[src/rtl/snoop_bus_arbiter.sv]
// Round-robin arbiter and one-at-a-time transaction sequencer for the shared
// MSI snooping bus: broadcast, memory handshake, response return, timeout.
module snoop_bus_arbiter #(
    parameter int WORD_W  = 9,
    parameter int TIMEOUT = 16
) (
    input  logic              clock,
    input  logic              reset,
    input  logic [WORD_W-1:0] req_p1,
    input  logic [WORD_W-1:0] req_p2,
    input  logic [WORD_W-1:0] req_p3,
    input  logic              mem_ack,
    input  logic [WORD_W-1:0] mem_data,
    output logic [WORD_W-1:0] bus_out,
    output logic [2:0]        grant,
    output logic              mem_req,
    output logic              resp_valid,
    output logic [WORD_W-1:0] resp_data,
    output logic              busy,
    output logic              timeout
);
    localparam int CNT_W = (TIMEOUT > 2) ? $clog2(TIMEOUT) : 1;
    localparam logic [CNT_W-1:0] CNT_LAST = CNT_W'(TIMEOUT - 1);

    typedef enum logic [1:0] {IDLE, BCAST, WAIT_MEM, RESP} state_t;

    state_t            state_q, state_d;
    logic [1:0]        rr_ptr_q, rr_ptr_d;
    logic [WORD_W-1:0] word_q, word_d;
    logic [CNT_W-1:0]  cnt_q, cnt_d;
    logic [2:0]        grant_q, grant_d;
    logic [WORD_W-1:0] bus_out_q, bus_out_d;
    logic [WORD_W-1:0] resp_data_q, resp_data_d;
    logic              mem_req_q, mem_req_d;
    logic              resp_valid_q, resp_valid_d;
    logic              busy_q, busy_d;
    logic              timeout_q, timeout_d;

    logic [2:0][WORD_W-1:0] req_vec;
    logic                   found;
    logic [1:0]             win;
    logic [2:0]             idx;
    logic [WORD_W-1:0]      win_word;
    logic [1:0]             cur_op;
    logic [1:0]             next_ptr;

    assign req_vec  = {req_p3, req_p2, req_p1};
    assign cur_op   = word_q[WORD_W-1 -: 2];
    assign next_ptr = (word_q[WORD_W-3 -: 2] == 2'd3) ? 2'd1 : word_q[WORD_W-3 -: 2] + 2'd1;

    // rr_ptr holds a processor id (1..3); scan starts there and wraps
    always_comb begin
        found    = 1'b0;
        win      = 2'd0;
        idx      = 3'd0;
        for (int i = 0; i < 3; i++) begin
            idx = {1'b0, rr_ptr_q} - 3'd1 + 3'(i);
            if (idx >= 3'd3) idx = idx - 3'd3;
            if (!found && req_vec[idx[1:0]][WORD_W-1 -: 2] != 2'b00) begin
                found = 1'b1;
                win   = idx[1:0];
            end
        end
        win_word                  = req_vec[win];
        win_word[WORD_W-3 -: 2]   = win + 2'd1;
    end

    always_comb begin
        state_d      = state_q;
        rr_ptr_d     = rr_ptr_q;
        word_d       = word_q;
        cnt_d        = cnt_q;
        grant_d      = grant_q;
        bus_out_d    = '0;
        resp_data_d  = resp_data_q;
        mem_req_d    = 1'b0;
        resp_valid_d = 1'b0;
        timeout_d    = 1'b0;
        case (state_q)
            IDLE: begin
                if (found) begin
                    word_d    = win_word;
                    grant_d   = 3'b001 << win;
                    bus_out_d = win_word;
                    mem_req_d = (win_word[WORD_W-1 -: 2] == 2'b01) ||
                                (win_word[WORD_W-1 -: 2] == 2'b10);
                    state_d   = BCAST;
                end
            end
            BCAST: begin
                if (cur_op == 2'b11) begin
                    grant_d  = 3'b000;
                    rr_ptr_d = next_ptr;
                    state_d  = IDLE;
                end else begin
                    cnt_d   = '0;
                    state_d = WAIT_MEM;
                end
            end
            WAIT_MEM: begin
                if (mem_ack) begin
                    resp_data_d  = mem_data;
                    resp_valid_d = 1'b1;
                    state_d      = RESP;
                end else if (cnt_q == CNT_LAST) begin
                    timeout_d = 1'b1;
                    grant_d   = 3'b000;
                    rr_ptr_d  = next_ptr;
                    state_d   = IDLE;
                end else begin
                    cnt_d = cnt_q + 1'b1;
                end
            end
            RESP: begin
                grant_d  = 3'b000;
                rr_ptr_d = next_ptr;
                state_d  = IDLE;
            end
            default: state_d = IDLE;
        endcase
        busy_d = (state_d != IDLE);
    end

    always_ff @(posedge clock) begin
        if (reset) begin
            state_q      <= IDLE;
            rr_ptr_q     <= 2'd1;
            word_q       <= '0;
            cnt_q        <= '0;
            grant_q      <= '0;
            bus_out_q    <= '0;
            resp_data_q  <= '0;
            mem_req_q    <= 1'b0;
            resp_valid_q <= 1'b0;
            busy_q       <= 1'b0;
            timeout_q    <= 1'b0;
        end else begin
            state_q      <= state_d;
            rr_ptr_q     <= rr_ptr_d;
            word_q       <= word_d;
            cnt_q        <= cnt_d;
            grant_q      <= grant_d;
            bus_out_q    <= bus_out_d;
            resp_data_q  <= resp_data_d;
            mem_req_q    <= mem_req_d;
            resp_valid_q <= resp_valid_d;
            busy_q       <= busy_d;
            timeout_q    <= timeout_d;
        end
    end

    assign bus_out    = bus_out_q;
    assign grant      = grant_q;
    assign mem_req    = mem_req_q;
    assign resp_valid = resp_valid_q;
    assign resp_data  = resp_data_q;
    assign busy       = busy_q;
    assign timeout    = timeout_q;
endmodule

[config.mk]
export PLATFORM = sky130hd
export DESIGN_NAME = snoop_bus_arbiter
export DESIGN_NICKNAME = d
export VERILOG_FILES = /design/src/rtl/snoop_bus_arbiter.sv
export SDC_FILE = /design/constraint.sdc
export NUM_CORES = 1
export LEC_CHECK = 0
export CELL_PAD_IN_SITES_DETAIL_PLACEMENT = 0
export CELL_PAD_IN_SITES_GLOBAL_PLACEMENT = 1
export CORE_MARGIN = 4
export CORE_UTILIZATION = 37
export DETAILED_ROUTE_END_ITERATION = 6
export PLACE_DENSITY = 0.94
export SYNTH_ARGS = -nofsm -noshare
export SYNTH_HDL_FRONTEND = slang
export SYNTH_SLANG_ARGS = --single-unit
[constraint.sdc]
create_clock -name clock -period 4.5 [get_ports clock]
set_clock_uncertainty 0.05 [all_clocks]
set_input_delay 0.9 -clock clock [delete_from_list [all_inputs] [get_ports clock]]
set_output_delay 0.9 -clock clock [all_outputs]
set_load 0.03 [all_outputs]
* Word-level counts from Yosys, hierarchy flattened
Cells that the tools add are included.
** Storage, ports and cells
- Flip-flop bits (word level) :: 42
- Input port bits :: 39
- Output and inout port bits :: 25
- Logic and storage cells :: 103
** Operators by class
- $add $sub $neg :: 9
- Magnitude comparators :: 7
- Equality and inequality tests :: 14
- Shift-type cells :: 1
- Muxes and demuxes :: 38
- Bitwise operators :: 3
- Reductions and logical operators :: 20
** Operators with widths (number)
- 9-bit binary-select mux with 2-bit select :: 4
- 9-bit 2-to-1 mux :: 4
- 2-bit 2-to-1 mux :: 14
- 2-bit by 3-bit < comparator with 1-bit output (second input constant) :: 4
- 3-bit 2-to-1 mux :: 4
- 4-bit 2-to-1 mux :: 3
- 2-bit != test (second input constant) :: 6
- 3-bit one-hot mux with 4 select lines :: 1
- 4-bit AND reduction :: 3
- 2-bit equality test (second input constant) :: 5
- 2-bit nonzero test :: 5
- 3-bit by 2-bit >= comparator with 1-bit output (second input constant) :: 3
- 2-bit one-hot mux with 4 select lines :: 1
- 4-bit one-hot mux with 2 select lines :: 1
- 2-bit one-hot mux with 3 select lines :: 1
- 3-bit OR reduction :: 2
- 2-bit subtractor (second input constant) :: 3
- 1-bit 2-to-1 mux :: 5
- 2-bit by 1-bit adder with 2-bit output (second input constant) :: 2
- 4-bit by 1-bit adder with 4-bit output (second input constant) :: 1
- 2-bit by 1-bit equality test with 1-bit output (second input constant) :: 2
- 4-bit equality test (second input constant) :: 1
- 2-bit AND reduction :: 2
- 3-bit by 1-bit adder with 3-bit output (second input constant) :: 1
- 10 further kinds :: 14

* Longest topological paths before layout
Gate-level depths: netlist of run 1.
- Depth in word-level cells :: 17
- Mapped depth :: 13
- Mapped depth without buffers :: 11

* Worst setup path after synthesis of run 1
OpenSTA, ideal clock, no wires.
- Path kind :: input to register
- Start point :: in req_p2[8]
- End point :: reg word_q[6]
- Data arrival time :: 2.378 ns
- Data required time :: 4.364 ns
- Slack :: 1.986 ns
- Stages :: 9
- Path buffers :: 1
- Cells stage by stage :: nor2_1 a211o_1 nand2_1 a21oi_2 nor2_4 buf_6 inv_1 ha_1 a211oi_1
** On the way
- Word-level cells in the longest chain between the ends :: 11
- Elaborated cells between the ends (all ways) :: 21
** RTL lines
- start: declaration :: line 10 : input logic [WORD_W-1:0] req_p2,
- 9-bit binary-select mux with 2-bit select :: line 59 : if (!found && req_vec[idx[1:0]][WORD_W-1 -: 2] != 2'b00) begin
- 9-bit 2-to-1 mux (implied by the code) :: line 59
- 2-bit nonzero test :: line 59
- 1-bit 2-to-1 mux :: line 59
- 1-bit zero test :: line 59
- 1-bit logical AND :: line 59
- 1-bit 2-to-1 mux :: line 59
- 1-bit zero test :: line 59
- 1-bit logical AND :: line 59
- 2-bit 2-to-1 mux or 1-bit 2-to-1 mux (tied branches) :: line 59
- 2-bit by 1-bit adder with 2-bit output or 2-bit AND reduction (tied branches)
- end signal: assignment :: line 140 : word_q <= word_d;
- end: declaration :: line 29 : logic [WORD_W-1:0] word_q, word_d;
Several ways; a longest one is shown, not always the timed one. The select of a mux whose other input is x is not followed.
A chain may end at the register's enable or synchronous reset.

* Worst setup path after layout of run 1
Ends and elaborated chain as after synthesis.

==> metrics.yaml, run 1 <==
min_path_cells: 2
grt_overflow: 0
wirelength_um: 4509
hold_viol_final: 0
routed-wl-met2_um: 2098
seqCellArea_um2: 740.7
maxCapViolCount: 0
power.density_mw_per_mm2: 521.6
core_mm2: 0.005205
yosysUniqueCellTypes: 53
synth_fa_ha_area_share_pct: 6.173
r2r-end: "word_q[6]$_SDFFE_PP0P_"
endpoint_kind: "flip-flop"
seq_area_frac_synth_pct: 36.54
slew-limit-headroom_pct: 44.71
routabilityCongestion: 0.8245
timing.fmax_mhz: 330.8
fin_crit_sh_pct: 67.17
peakVddDrop_mv: 0.2796
synth_edf_count: 0
synth_top_family_by_area: "simple AND/OR/NAND/NOR gates"
cp-start-kind: "primary input"
p_seq_share_pct: 30.6
cts_buffer_depth: 2
wire_per_inst_um: 12.99
synthCells: 222
grt_max_degree: 27
drc: 0
worstPathCellList: "clkdlybuf4s50_1, nor2_1, a211o_1, nand2_1, a21oi_2, nor2_4, inv_1, ha_1, a211oi_1"
yosys.area_share.xor_xnor_pct: 2.593
combPwrFrac_pct: 50.1
start_util_pct: 38.94
n_antenna_cell: 0
n_fill_cell: 513
status: "finished, final reports clean"
cp_num_buf_inv: 2
grt_antenna_before_repair: 0
highest_layer: "met4"
drive_above_1_share_pct: 11.91
grt_pass1_wl_um: 7238
drtIter0Drc: 97
synthFlopType: "dfxtp_1"
path_max_fanout: 15
grt_pass1_vias: 1585
nNetsFinal: 326
cts-root-buf: "clkbuf_8"
wl_met3_um: 190
crit_slowest_cell: "clkdlybuf4s50_1"
cts_made_buffers: 5
holdPathEnd: "resp_data[4]$_SDFFE_PP0P_"
cts_resized: 0
firstDrtPassIters: 4
post_cts_buffers: 0
ant_nets: 0
cts.clk_slew.worst_paths_ns: 0.07
yosys.area_share.simple_pct: 23.70
finalSetupTns_ns: 0
multi_input_area_mm2: 0.001189
hp-start: "resp_data[4]$_SDFFE_PP0P_"
p_sw_share_pct: 40.18
ctsHoldBuffers: 0
holdCritPathClass: "flip-flop to flip-flop"
critical_path_arrival_ns: 3.18
period_minus_slack_ns: 3.023
synth.avg_cell_area_um2: 9.130
pwr-share-clk_pct: 19.3
synth_compound_area_share_pct: 23.21
dp_hpwl_um: 3364
grt.total_usage_pct: 13.85
ff2ff_setup_slack_ns: 1.88
max_stage_delay_ns: 0.59
postSynth.asyncResetShare_pct: 0
cts.sinks: 37
drt-met1-wl_um: 2153
setup_viol: 0
p_sw_uw: 572.0
rsz0062_at_grt: "no"
viasPerCell: 4.934
worstMarginPinSlew_ns: 0.8277
cp.required_ns: 4.65
r2r_cells: 10
slew_violations: 0
fin_util_pct: 52.43
clock_latency_ns: 0.29
total_leakage_power_nw: 1.027
syn2layout_area_growth_pct: 34.63
ys_ff_latch: 37
top_level_ports: 64
synthMuxAreaShare_pct: 2.963
rows: 26
die-area_mm2: 0.006726
critPathKind: "primary input to flip-flop"
syn_area_mm2: 0.002027
cts.htree.levels: 2
portBuffers: 57
reg2reg_from: "rr_ptr_q[1]$_SDFFE_PP0P_"
cts_tree: "done"
crit_family: "buffers and inverters"
vias: 1712
synth_fp_nets: 271
p_int_uw: 851.4
die_x_um: 82.02
yosysWarnings: 0
fp.dieH_um: 82.02
==> final cells by class <==
class | count | area share (%)
inverters | 8 | 1.100
well taps | 70 | 3.210
multi-input cells | 167 | 43.56
repair buffers | 58 | 21.18
flip-flops and latches | 37 | 27.14
clock inverters | 2 | 1.284
clock buffers | 5 | 2.522
==> state kept, by name, summed over array words and instances, names as in the netlist <==
register / count
bus_out: 9
resp_data: 9
cnt_q: 4
word_q: 4
grant: 3
rr_ptr_q: 2
state_q: 2
busy: 1
mem_req: 1
resp_valid: 1
timeout: 1
==> worst reg2reg max path, cell delays in order (launching register included) <==
cell and delay, ns:
dfxtp_1 0.40, inv_1 0.08, ha_1 0.34, nor3_2 0.25
nor2_2 0.11, a21oi_4 0.28, nor3b_2 0.13, nor2_4 0.30
inv_1 0.09, ha_1 0.31, a211oi_1 0.19
==> kinds of logic after synthesis <==
family,after synthesis
muxes,6
DFF,37
and+or+nand+nor,84
buffers and inverters,18
xor gates and xnor gates,6
adders and majority gates,10
AOI/OAI and AO/OA,61
==> metal layers <==
metal,vias to the layer above,track usage [%]
met1,775,18.18
met2,33,21.81
li1,900,-
met5,-,0
met3,4,3.618
met4,0,4.983
==> cell usage in the layout (no fill, tap or decap), types with 3 or more instances in the layout <==
cell,netlist,routed
o21a_1,3,3
nor2b_1,4,4
o22ai_1,3,3
xor2_1,3,3
a211oi_2,3,3
nand2_1,18,18
xnor2_1,3,3
ha_1,10,10
a21oi_1,20,20
nor3_1,8,8
inv_1,8,8
nor2_1,17,17
nand3_1,12,12
a22oi_1,3,3
clkdlybuf4s50_1,0,57
o21ai_0,4,4
nand2b_1,4,4
a211oi_1,7,7
dfxtp_1,37,37
mux2i_1,6,6
clkbuf_8,0,5
==> how the worst max path moves through the flow <==
stage                     startpoint                endpoint  depth (start not counted)
after detailed placement   req_p1[8]  word_q[6]$_SDFFE_PP0P_                          9
after global routing       req_p2[8]   grant[0]$_SDFFE_PP0P_                          9
after CTS                  req_p2[8]  word_q[6]$_SDFFE_PP0P_                          9
after floorplan            req_p2[8]  word_q[6]$_SDFFE_PP0P_                          9
after global placement     req_p1[8]  word_q[6]$_SDFFE_PP0P_                          9
final                      req_p2[8]  word_q[6]$_SDFFE_PP0P_                          9
==> through the flow <==
| stage | instance area (µm²) | std cells | hold slack, ns | power, mW | setup slack [ns] |
|---|---|---|---|---|---|
| CTS | 2729 | 347 | 0.4091 | 1.435 | 1.493 |
| finish | 2729 | 347 | 0.4039 | 1.423 | 1.477 |
| global placement | 2625 | 340 | 0.3921 | 1.149 | 1.246 |
| floorplan | 2027 | 222 | 0.3858 | 0.9738 | 1.986 |
| detailed placement | 2625 | 340 | 0.3989 | 1.156 | 1.214 |
| global route | 2729 | 347 | 0.4310 | 1.524 | 1.331 |
==> synth_stat cells (all sizes together), types with 3 or more instances <==
master,n,area [µm²]
dfxtp,37,740.7
clkbuf,6,22.52
a211oi,10,90.09
o21ai,7,38.79
inv,8,30.03
nor2,20,92.59
nor3,9,50.05
o22ai,4,31.28
xor2,3,26.28
o21a,3,22.52
a21oi,22,125.1
nand2,20,90.08
a22oi,3,22.52
nand2b,5,33.78
ha,10,125.1
nand3,13,70.07
nor2b,5,38.78
nor3b,3,32.53
buf,4,45.04
xnor2,3,26.28
mux2i,6,60.06
==> power groups by stage <==
stage          Combinational (mW)  Sequential, mW  Clock [mW]
6_report                    0.713           0.436       0.275
5_1_grt                     0.786           0.443       0.295
4_1_cts                     0.718           0.436       0.281
3_5_place_dp                0.714           0.442           0
3_3_place_gp                0.707           0.442           0
2_1_floorplan               0.448           0.526           0
(Power assumes the default switching activity.)
==> run 2: changes to the inputs <==
--- a/config.mk
+++ b/config.mk
@@ -8,9 +8,9 @@
 export CELL_PAD_IN_SITES_DETAIL_PLACEMENT = 0
 export CELL_PAD_IN_SITES_GLOBAL_PLACEMENT = 1
 export CORE_MARGIN = 4
-export CORE_UTILIZATION = 37
+export CORE_UTILIZATION = 34
 export DETAILED_ROUTE_END_ITERATION = 6
-export PLACE_DENSITY = 0.94
+export PLACE_DENSITY = 0.88
 export SYNTH_ARGS = -nofsm -noshare
 export SYNTH_HDL_FRONTEND = slang
 export SYNTH_SLANG_ARGS = --single-unit
==> constraint.sdc (replaced) <==
create_clock -name clock -period 2.9 [get_ports clock]
set_clock_uncertainty 0.05 [all_clocks]
set_input_delay 0.58 -clock clock [delete_from_list [all_inputs] [get_ports clock]]
set_output_delay 0.58 -clock clock [all_outputs]
set_load 0.03 [all_outputs]
==> run 2 against run 1 <==
Design area up 3.2%. Via count up 4.6%. Final cell count up 4.3%. Global-route usage down 0.16 points. Sequential power up 55%. First-iteration DRC count down 44%. Non-clock buffer count up 13. Critical endpoint unchanged.
==> metrics.yaml, run 2 (synthesis results as in run 1) <==
critPathKind: "flip-flop to flip-flop"
cts-root-buf: "clkbuf_8"
drive_above_1_share_pct: 15.86  # +3.9 points
path_max_fanout: 11  # -4
nNetsFinal: 339  # +4.0%
mostFrequentLayoutCells: "57 x clkdlybuf4s50_1, 37 x dfxtp_1, 20 x a21oi_1"
clock_latency_ns: 0.29  # about the same
wire_per_inst_um: 13.47  # +3.6%
period_minus_slack_ns: 2.559
cts.sinks: 37  # unchanged
viasPerCell: 4.945  # +0.22%
timing.fmax_mhz: 390.8
n_fill_cell: 538  # +4.9%
die-area_mm2: 0.007261  # +7.9%
cts_resized: 0  # unchanged
place_inst: 355  # +4.4%
grt_overflow: 0  # unchanged
finalSetupTns_ns: 0  # unchanged
setup_viol: 0  # unchanged
cts.htree.levels: 2  # unchanged
drc: 0  # unchanged
core_mm2: 0.005642  # +8.4%
min_path_cells: 2  # unchanged
peakVddDrop_mv: 0.4175  # +49%
cts_buffer_depth: 2  # unchanged
grt_antenna_before_repair: 0  # unchanged
cts.clk_slew.worst_paths_ns: 0.08  # about the same
grt_pass1_vias: 1765  # +11%
slew-limit-headroom_pct: 60.57  # +16 points
grt_pass1_wl_um: 8073  # +12%
p_int_mw: 1.299  # +53%
rows: 27  # +3.8%
rsz0062_at_grt: "no"
p_seq_share_pct: 30.5  # about the same
wirelength_um: 4875  # +8.1%
vias: 1790  # +4.6%
fin_crit_sh_pct: 88.24
status: "finished, final reports clean"
routabilityCongestion: 0.8207  # -0.46%
r2r_cells: 10  # unchanged
cts_tree: "done"
total_leakage_power_nw: 1.079  # +5.1%
top_level_ports: 64  # unchanged
post_cts_buffers: 0  # unchanged
setup_ws_ns: 0.3411  # -1.136 ns
p_sw_share_pct: 41.29  # +1.1 points
pwr-share-clk_pct: 16.7  # -2.6 points
endpoint_kind: "flip-flop"
die_x_um: 85.21  # +3.9%
syn2layout_area_growth_pct: 38.89
p_sw_uw: 913.7  # +60%
grt.total_usage_pct: 13.69  # -0.16 points
cp.required_ns: 3.05  # -1.60 ns
place_ws_ns: 0.08668  # -1.127 ns
hold_viol_final: 0  # unchanged
firstDrtPassIters: 4  # unchanged
slew_violations: 0  # unchanged
worstMarginPinSlew_ns: 0.5879  # -0.2397 ns
drtIter0Drc: 54  # -44%
maxCapViolCount: 0  # unchanged
fin_util_pct: 49.90  # -2.5 points
n_antenna_cell: 0  # unchanged
combPwrFrac_pct: 52.8  # +2.7 points
ctsHoldBuffers: 0  # unchanged
ff2ff_setup_slack_ns: 0.34  # -1.54 ns
power.density_mw_per_mm2: 786.1  # +51%
start_util_pct: 35.93  # -3.0 points
cp-start-kind: "flip-flop"
critical_path_arrival_ns: 2.70  # -0.48 ns
stdcell_count: 362  # +4.3%
portBuffers: 57  # unchanged
holdCritPathClass: "flip-flop to flip-flop"
ant_nets: 0  # unchanged
layout_commonest_cell: "clkdlybuf4s50_1"
dp_hpwl_um: 3716  # +10%
fp.dieH_um: 85.21  # +3.9%
grt_max_degree: 18  # -33%
cts_made_buffers: 5  # unchanged
run 2: power groups by stage:
stage	logic (mW)	registers, mW	clock network, mW
3_5_place_dp	1.17	0.688	0
3_3_place_gp	1.15	0.684	0
2_1_floorplan	0.695	0.816	0
5_1_grt	1.28	0.688	0.405
4_1_cts	1.18	0.677	0.381
6_report	1.17	0.676	0.369
run 2: path summary, 6_finish.rpt:
| path | startpoint | to |
|---|---|---|
| setup / recovery | rr_ptr_q[1]$_SDFFE_PP0P_ | word_q[6]$_SDFFE_PP0P_ |
| hold / removal | resp_data[5]$_SDFFE_PP0P_ | resp_data[5]$_SDFFE_PP0P_ |
| setup reg to reg | rr_ptr_q[1]$_SDFFE_PP0P_ | word_q[6]$_SDFFE_PP0P_ |
| hold reg to reg | resp_data[5]$_SDFFE_PP0P_ | resp_data[5]$_SDFFE_PP0P_ |
run 2: through the flow:
step | hold WS [ns] | instance area, µm² | power, mW
after global routing | 0.4190 | 2815 | 2.373
final | 0.4051 | 2815 | 2.213
after detailed placement | 0.3970 | 2725 | 1.856
after global placement | 0.3928 | 2725 | 1.838
after floorplan | 0.3858 | 2027 | 1.511
after CTS | 0.4079 | 2815 | 2.238
run 2: cell type report:
cell class	count	area, µm²	share of cell area [%]
flip-flops and latches	37	740.7	26.31
clock buffers	6	82.58	2.933
repair buffers	71	675.6	24.00
multi-input cells	167	1189	42.22
clock inverters	1	7.507	0.2667
inverters	8	30.03	1.067
well taps	72	90.09	3.200
run 2: critical path: stages, from the launching register on:
cell      delay, ns
dfxtp_1        0.42
inv_1          0.09
ha_1           0.33
nor2b_1        0.21
o22ai_2        0.20
nand3_2        0.20
nor3b_2        0.34
nor2_4         0.09
inv_1          0.08
ha_1           0.25
a211oi_1       0.20
run 2: layer usage:
layer / up-vias / GRT usage [%] / wire (µm)
met5: - / 0 / 0
met4: 0 / 3.885 / 41
met3: 4 / 5.243 / 403
met2: 57 / 22.67 / 2243
met1: 809 / 16.51 / 2186
li1: 920 / - / -
